[config.mk]
export PLATFORM = sky130hd
export DESIGN_NAME = imm_instr_encoder
export DESIGN_NICKNAME = d
export VERILOG_FILES = /design/src/rtl/imm_instr_encoder.sv
export SDC_FILE = /design/constraint.sdc
export NUM_CORES = 1
export LEC_CHECK = 0
export BUFFER_PORTS_ARGS = -buffer_cell sky130_fd_sc_hd__buf_2
export CORE_ASPECT_RATIO = 1.5
export CORE_MARGIN = 1.5
export CORE_UTILIZATION = 44
export CTS_BUF_LIST = sky130_fd_sc_hd__clkbuf_2
export DETAILED_ROUTE_END_ITERATION = 8
export PLACE_DENSITY = 0.88
export SYNTH_ARGS = -nofsm -noshare
export SYNTH_HDL_FRONTEND = slang
export SYNTH_SLANG_ARGS = --single-unit
[constraint.sdc]
create_clock -name clk -period 1.9 [get_ports clk]
set_input_delay 0.095 -clock clk [delete_from_list [all_inputs] [get_ports clk]]
set_output_delay 0.095 -clock clk [all_outputs]
set_load 0.02 [all_outputs]
[src/rtl/imm_instr_encoder.sv]
// imm_instr_encoder: packs RV32I instruction fields and a 32-bit immediate
// into an instruction word, range-checks the immediate, and streams the
// encoded words into instruction memory at an auto-incrementing address.
module imm_instr_encoder #(
    parameter int ADDR_W = 10,
    parameter int DEPTH  = 256
) (
    input  logic              clk,
    input  logic              rst,
    input  logic              start,
    input  logic [ADDR_W-1:0] base_addr,
    input  logic              in_valid,
    output logic              in_ready,
    input  logic [2:0]        in_type,
    input  logic [6:0]        in_opcode,
    input  logic [4:0]        in_rd,
    input  logic [4:0]        in_rs1,
    input  logic [4:0]        in_rs2,
    input  logic [2:0]        in_funct3,
    input  logic [6:0]        in_funct7,
    input  logic [31:0]       in_imm,
    output logic              mem_we,
    input  logic              mem_ready,
    output logic [ADDR_W-1:0] mem_addr,
    output logic [31:0]       mem_wdata,
    output logic [ADDR_W-2:0] count,
    output logic              done,
    output logic              err,
    output logic [1:0]        err_code
);

    typedef enum logic [1:0] {IDLE, RUN, FULL, ERR} state_t;

    typedef enum logic [2:0] {
        T_R = 3'b000,
        T_I = 3'b001,
        T_S = 3'b010,
        T_B = 3'b011,
        T_U = 3'b100,
        T_J = 3'b101
    } fmt_t;

    localparam logic [1:0] E_NONE  = 2'b00;
    localparam logic [1:0] E_RANGE = 2'b01;
    localparam logic [1:0] E_ALIGN = 2'b10;
    localparam logic [1:0] E_TYPE  = 2'b11;

    localparam logic [ADDR_W-1:0] DEPTH_W = ADDR_W'(DEPTH);

    state_t            state, state_next;
    logic [31:0]       enc_word;
    logic [1:0]        enc_code;
    logic              commit;
    logic              accept;
    logic              room;
    logic [ADDR_W-1:0] count_ext;
    logic [ADDR_W-1:0] count_inc;

    assign commit    = mem_we && mem_ready;
    assign count_ext = {1'b0, count};
    assign count_inc = count_ext + 1'b1;
    // Words committed plus the one still pending must stay below DEPTH to accept another.
    assign room      = (count_ext + {{(ADDR_W-1){1'b0}}, mem_we}) < DEPTH_W;
    assign in_ready  = (state == RUN) && (!mem_we || mem_ready) && room;
    assign accept    = in_valid && in_ready && !start;
    assign done      = (state == FULL);
    assign err       = (state == ERR);

    // Scatter immediate bits per format and classify the immediate.
    always_comb begin
        enc_word = '0;
        enc_code = E_NONE;
        case (in_type)
            T_R: begin
                enc_word = {in_funct7, in_rs2, in_rs1, in_funct3, in_rd, in_opcode};
            end
            T_I: begin
                enc_word = {in_imm[11:0], in_rs1, in_funct3, in_rd, in_opcode};
                if (!(&in_imm[31:11] || ~|in_imm[31:11])) enc_code = E_RANGE;
            end
            T_S: begin
                enc_word = {in_imm[11:5], in_rs2, in_rs1, in_funct3, in_imm[4:0], in_opcode};
                if (!(&in_imm[31:11] || ~|in_imm[31:11])) enc_code = E_RANGE;
            end
            T_B: begin
                enc_word = {in_imm[12], in_imm[10:5], in_rs2, in_rs1, in_funct3,
                            in_imm[4:1], in_imm[11], in_opcode};
                if (in_imm[0]) enc_code = E_ALIGN;
                else if (!(&in_imm[31:12] || ~|in_imm[31:12])) enc_code = E_RANGE;
            end
            T_U: begin
                enc_word = {in_imm[31:12], in_rd, in_opcode};
                if (|in_imm[11:0]) enc_code = E_RANGE;
            end
            T_J: begin
                enc_word = {in_imm[20], in_imm[10:1], in_imm[11], in_imm[19:12], in_rd, in_opcode};
                if (in_imm[0]) enc_code = E_ALIGN;
                else if (!(&in_imm[31:20] || ~|in_imm[31:20])) enc_code = E_RANGE;
            end
            default: enc_code = E_TYPE;
        endcase
    end

    // Next-state logic; start overrides everything and re-enters RUN.
    always_comb begin
        state_next = state;
        case (state)
            RUN: begin
                if (commit && count_inc == DEPTH_W) state_next = FULL;
                else if (accept && enc_code != E_NONE) state_next = ERR;
            end
            default: state_next = state;
        endcase
        if (start) state_next = RUN;
    end

    // State register plus write-port datapath (address, data, strobe, counters).
    always_ff @(posedge clk) begin
        if (rst) begin
            state     <= IDLE;
            mem_we    <= 1'b0;
            mem_addr  <= '0;
            mem_wdata <= '0;
            count     <= '0;
            err_code  <= '0;
        end else begin
            state <= state_next;
            if (start) begin
                mem_addr <= {base_addr[ADDR_W-1:2], 2'b00};
                count    <= '0;
                err_code <= '0;
                mem_we   <= 1'b0;
            end else begin
                if (commit) begin
                    mem_addr <= mem_addr + ADDR_W'(4);
                    count    <= count + 1'b1;
                end
                if (accept && enc_code == E_NONE) begin
                    mem_we    <= 1'b1;
                    mem_wdata <= enc_word;
                end else if (commit) begin
                    mem_we <= 1'b0;
                end
                if (accept && enc_code != E_NONE) err_code <= enc_code;
            end
        end
    end

endmodule

==> implementation parameters, run 1 <==
Parameter                              Value

Outcome
  Status    completed

Route
  Via total after detailed routing    roughly 3800
  First DRT Iteration DRCs    around 170
  Post-detailed-route DRC marker count    0
  First drt pass iteration count    7
  Via density per instance    approximately 5.7
  Antenna Nets Post-Route    0
  Post-Route WL    between 10 and 15 mm
  DR WL/cell    approximately 16 microns

Timing
  WHS    ~26 ps
  Final Cycle Share    between 90% and 100%
  Number of pins with negative max-slew slack in the final report    0
  Setup-violating endpoint count in the final report    0
  Hold violation total from the final report    0
  Maximum clock frequency    between 500 and 600 MHz
  Rel. slew slack    between 40% and 50%
  Pin slew with the least headroom to its limit    858 ps
  Setup Skew    between 30 and 40 ps
  Setup repair after global routing missed its margin    yes
  Final period demand of the worst path    between 1500 and 2000 ps

Flow run
  MaxCap Viol Count    0

Min path
  Min-delay worst type    in -> reg
  Hold Path Cell Cnt    2

Yosys
  Distinct cells, synth    between 40 and 50
  EDFF count, synth    0
  Post-synthesis cell count    between 300 and 400
  Count of warnings emitted by yosys    0
  Share of the yosys chip area belonging to registers    about a third
  Area of the mapped netlist    around 3100 sq um
  Most common flop cell mapped by yosys    dfxtp_1
  Total of flip-flops plus latches after synthesis    54
  Avg Cell Area, Syn    7.89 sq um
  Async SR Flop Fraction    0%

Clock network
  CTS max path bufs    2
  Clock sinks    54
  Register clock-pin slew on the reported worst setup and hold paths    slightly below 300 ps
  Clk Latency, worst-skew pair    about 440 ps
  Total CTS buffers    5
  CTS tree    built
  Number of H-tree levels    2
  Buffer type at the clock tree root    clkbuf_2

Setup path
  Highest fanout seen on the critical path    8
  Depth of the worst register-to-register path    8
  Path type of the worst setup path    reg -> reg
  Kind of start point of the critical path    flop
  Arrival time at the worst endpoint    around 2200 ps
  Endpoint kind of the worst setup timing path    flop
  Worst Path Required    roughly 2300 ps

Die
  Standard cell core area    around 7000 sq um
  Height of the die    106 microns
  Area enclosed by the die boundary    between 7000 and 8000 sq um
  Number of placement rows    37
  Top-level I/O count    139
  Horizontal die dimension    around 70 microns
  Initial standard-cell utilization of the core    around 45%

Pwr
  Maximum ir drop on the vdd rail    ~0.00031 V
  Leak    2.14 nW
  Power density over the cells    a little under 500 nW/um^2

GRT
  Total congestion overflow after global routing    0
  Pin count of the biggest net entering global routing    24
  Vias in the first global route    3809
  Global-route wire length before repair    around 17 mm
  Initial antenna violation count    0
  Global routing usage summed across all routing layers    between 20% and 30%

Place
  Total instance count after detailed placement    630
  Port Buffers    around 130
  Post-DP HPWL    just over 7 mm
  Gpl congestion    0.905

Final layout
  Number of nets in the layout    681
  N_diodes    0
  Share of cells above drive strength 1    between 30% and 40%
  Post-synthesis to final-layout area growth    48.8%
  Filler-free cell count of the finished design    675
-- power by group --
| group | internal, W | leakage [nW] | total (W) | switching, W |
|---|---|---|---|---|
| combinational | 0.000244 | 1.66 | 0.000497 | 0.000253 |
| sequential | 0.00116 | 0.441 | 0.00117 | 0.0000148 |
| clock | 0.000224 | 0.0410 | 0.000603 | 0.000380 |
| total | 0.00162 | 2.14 | 0.00227 | 0.000647 |
-- Yosys cell counts, types with 3 or more instances --
library cell / instances / share of area, %
a211oi_1: 3 / 0.72
a21oi_1: 22 / 3.5
a22o_1: 9 / 2.5
a22oi_1: 5 / 1.2
and3_1: 4 / 0.80
buf_4: 4 / 0.96
clkbuf_1: 18 / 2.2
dfxtp_1: 54 / 35
ha_1: 3 / 1.2
inv_1: 8 / 0.96
mux2i_1: 34 / 11
nand2_1: 32 / 3.9
nand2b_1: 9 / 1.8
nand3_1: 15 / 2.4
nand4_1: 14 / 2.8
nor2_1: 65 / 7.8
nor2b_1: 7 / 1.4
nor3_1: 3 / 0.48
nor4_1: 7 / 1.4
o21ai_0: 19 / 3.1
o21ai_1: 6 / 0.96
xnor2_1: 9 / 2.5
xor2_1: 10 / 2.8
-- timing repair --
action                     4_1_cts  5_1_grt
setup endpoints to repair       32       34
pin swaps                        8        5
hold buffers                    28        0
resized for setup                9       12
cloned                           2        0
setup buffers                    8        0
hold endpoints to repair        28        0
-- layer usage --
layer | GRT usage, % | vias to the layer above | part of all wire, %
li1 | - | 1789 | -
met1 | 28.3 | 1783 | 36
met2 | 51.1 | 197 | 54
met3 | 4.64 | 47 | 5.8
met4 | 15.6 | 0 | 5.0
met5 | 0 | - | 0
-- logic make-up after synthesis --
family	share of synthesized area, %
buffers and inverters	5.50
AND/OR/NAND/NOR	24.6
adder cells (fa/ha/maj)	1.53
flip-flops	34.7
XOR/XNOR	5.34
AO/OA/AOI/OAI	17.3
other	0.120
multiplexers	10.9
-- metrics by stage --
step                TNS [ps]  area (sq um)  worst slack (ps)  power, W  utilization [%]
finish                     0          4630              44.6   0.00227             67.6
global route            -578          4630             -61.8   0.00238             67.6
CTS                    -4.66          4590             -4.66   0.00227             66.9
detailed placement    -11770          4140              -421   0.00162             60.5
global placement       -8070          4140              -276   0.00161             60.5
floorplan              -1520          3160             -57.5   0.00141                -
-- critical path: stages (launching register included) --
cell and delay, ps:
dfxtp_2 400, nor2_4 110, nand4_1 100, a211o_1 340, a2111oi_4 230, buf_4 210
buf_12 140, mux2i_1 220, nor2_1 80
-- final timing paths --
check	to	slack [ps]	startpoint
setup / recovery	mem_wdata[17]	40	count[8]
hold / removal	mem_wdata[15]	30	rst
setup reg to reg	mem_wdata[17]	40	count[8]
hold reg to reg	mem_wdata[0]	480	mem_wdata[0]
-- state kept, by name, indices dropped and copies added (netlist names) --
name / cells
mem_wdata: 32
count: 9
mem_addr: 8
err_code: 2
state: 2
mem_we: 1
-- placed cells by master (no fill, tap or decap), types with 4 or more instances in the layout --
master / instances
dlygate4sd3_1: 28
and3_1: 4
nor4_1: 7
nand2b_1: 9
nand4_1: 14
nor2_1: 62
clkbuf_2: 5
dfxtp_1: 47
nand2_1: 32
xor2_1: 10
buf_2: 135
a21oi_1: 22
nand3_1: 14
buf_4: 54
o21ai_1: 6
xnor2_1: 9
a22o_1: 9
mux2i_1: 33
inv_1: 8
nor2b_1: 7
dfxtp_2: 7
a22oi_1: 5
o21ai_0: 19
-- final cells by class --
class | instances | area (sq um)
tap | 78 | 97.6
clock inverter | 3 | 42.5
sequential | 54 | 1090
fill | 532 | 2220
timing repair buffer | 221 | 1430
clock buffer | 5 | 25.0
multi-input combinational | 305 | 1910
inverter | 9 | 33.8
No activity file was read; power rests on OpenSTA's default activity.
==> run 2, diff against run 1 <==
--- a/config.mk
+++ b/config.mk
@@ -11,6 +11,7 @@
 export CORE_UTILIZATION = 44
 export CTS_BUF_LIST = sky130_fd_sc_hd__clkbuf_2
 export DETAILED_ROUTE_END_ITERATION = 8
+export MAX_ROUTING_LAYER = met4
 export PLACE_DENSITY = 0.88
 export SYNTH_ARGS = -nofsm -noshare
 export SYNTH_HDL_FRONTEND = slang
==> run 2 against run 1 <==
Against the previous run: flip-flop and latch count unchanged; clock power decreased by 19%; total power shrank 3.7%; register-to-register slack got worse by 40 ps; sequential share of layout area fell by 0.76 points; worst setup slack lost 41 ps; combinational power rose by 6.4%; largest cell class unchanged; highest routed layer unchanged.
==> implementation parameters, run 2 (synthesis gave the netlist of run 1 again) <==
Parameter                              Value

Final layout
  Largest registers    mem_wdata: 32 flops, count: 9 flops, mem_addr: 8 flops
  Commonest non-fill, non-tap cell in the layout    buf_2
  Number of nets in the layout    just under 700
  Share of cells above drive strength 1    a little over a third
  Commonest cells after routing, fill and taps aside    buf_2 (134), nor2_1 (62), buf_4 (50), dfxtp_1 (47), dlygate4sd3_1 (40)
  N_diodes    0
  Max FFs per register    32
  Most flop-heavy register    mem_wdata
  Post-synthesis to final-layout area growth    53.7%

Timing
  Setup Skew    22.9 ps
  Setup ws final    3.80 ps
  Final Cycle Share    ~100%
  Final period demand of the worst path    about 1900 ps
  Maximum clock frequency    approximately 530 MHz
  Setup repair after global routing missed its margin    yes
  Hold violation total from the final report    0
  Number of pins with negative max-slew slack in the final report    0
  Pin slew with the least headroom to its limit    between 800 and 900 ps
  Setup TNS    0 ps
  Rel. slew slack    between 40% and 50%
  Setup-violating endpoint count in the final report    0

Flow run
  MaxCap Viol Count    0

GRT
  Pin count of the biggest net entering global routing    23
  Total congestion overflow after global routing    0
  Global-route wire length before repair    17.4 mm
  Vias in the first global route    roughly 3900
  Initial antenna violation count    0
  Global routing usage summed across all routing layers    29.5%

Die
  Height of the die    between 100 and 150 microns
  Area enclosed by the die boundary    roughly 7600 sq um
  Number of placement rows    37
  Horizontal die dimension    71.7 microns
  Top-level I/O count    between 100 and 150
  Standard cell core area    between 6000 and 7000 sq um
  Initial standard-cell utilization of the core    between 40% and 50%

Outcome
  Status    completed

Route
  Via density per instance    5.54
  Via total after detailed routing    3814
  DR WL/cell    between 15 and 20 microns
  Antenna Nets Post-Route    0
  Post-Route WL    11.0 mm
  Post-detailed-route DRC marker count    0
  First drt pass iteration count    6
  First DRT Iteration DRCs    172

Pwr
  Maximum ir drop on the vdd rail    between 0.0005 and 0.0006 V
  Leak    2.19 nW
  Power Total    ~0.0022 W
  Power density over the cells    ~460 nW/um^2

Setup path
  Cell family with the largest share of critical-path delay    compound AO/OA/AOI/OAI gates
  Endpoint kind of the worst setup timing path    flop
  Depth of the worst register-to-register path    8
  Kind of start point of the critical path    flop
  Max stage delay on crit path    about 400 ps
  Path type of the worst setup path    reg -> reg
  Start of the worst register-to-register path    state[1]
  Count of buffer and inverter cells on the critical path    2
  Arrival time at the worst endpoint    between 2000 and 2500 ps
  Setup slack of the most critical reg-to-reg path    about 3.8 ps
  Cell-by-cell trace of the critical path    nor2_4, nand4_1, a211o_1, a2111oi_4, buf_6, buf_12, mux2i_1, nor2_1
  Endpoint of the most critical register-to-register path    mem_wdata[28]
  Slowest stage cell on the critical path    dfxtp_2
  Worst Path Required    between 2000 and 2500 ps
  Highest fanout seen on the critical path    8

Clock network
  Register clock-pin slew on the reported worst setup and hold paths    between 200 and 300 ps
  CTS max path bufs    2
  Clock sinks    54
  Number of H-tree levels    2
  Total CTS buffers    5
  Clk Latency, worst-skew pair    ~470 ps
  CTS tree    built
  Buffer type at the clock tree root    clkbuf_2

Min path
  Hold Path Cell Cnt    5
  End point of the most critical hold path    mem_wdata[30]
  Startpoint of the lowest-slack hold path    in_imm[10]
  Min-delay worst type    in -> reg

Place
  Pre-CTS setup slack    -399 ps
  Post-DP HPWL    just over 7 mm
  Port Buffers    about 130
  Gpl congestion    about 0.92
run 2: stage by stage:
step | std cells | hold WS [ps] | instance area (sq um) | util [%]
4_1_cts | 685 | 1.09 | 4660 | 68.1
5_1_grt | 688 | 36.3 | 4790 | 69.9
3_3_place_gp | 631 | 319 | 4150 | 60.6
6_report | 688 | 29.8 | 4790 | 69.9
2_1_floorplan | 396 | 225 | 3160 | -
3_5_place_dp | 631 | 326 | 4150 | 60.6
run 2: repair_timing:
| item | 4_1_cts | 5_1_grt |
|---|---|---|
| hold endpoints to repair | 38 | 0 |
| gates cloned | 2 | 1 |
| pin swaps | 2 | 17 |
| gates resized for setup | 8 | 21 |
| endpoints found under the setup margin | 31 | 36 |
| buffers inserted | 4 | 3 |
| hold buffers | 40 | 0 |
run 2: worst max path at each step:
stage                     startpoint             to  depth (start not counted)
after floorplan             count[6]  mem_wdata[10]                          8
after global placement    in_imm[15]  mem_wdata[31]                          8
after global routing        count[8]  mem_wdata[30]                          8
after CTS                   state[1]  mem_wdata[13]                          8
after detailed placement  in_imm[15]  mem_wdata[13]                          8
final                       state[1]  mem_wdata[28]                          8
run 2: routing by layer:
metal  up-vias  global-route usage [%]  routed length, microns
li1       1812                       -                       -
met1      1785                    28.3                    3890
met2       173                    55.5                    6050
met3        44                    4.27                     528
met4         0                    15.0                     485
met5         -                       -                       0
run 2: area by class of cell:
class                   count  area (sq um)
clock inverters             3          20.0
fillers                   501          2060
clock buffers               5          25.0
repair buffers            234          1600
well taps                  78          97.6
inverters                   9          33.8
multi-input cells         305          1930
flip-flops and latches     54          1090
run 2: worst min-delay path: stages:
cell and delay [ps]:
buf_2 90, o21ai_0 80, o31ai_1 80, mux2i_1 70, nor2_1 70
run 2: where the power goes:
group          internal [W]  total [W]  switching, W
combinational      0.000266   0.000529      0.000263
clock             0.0000913   0.000486      0.000395
sequential          0.00116    0.00117     0.0000149
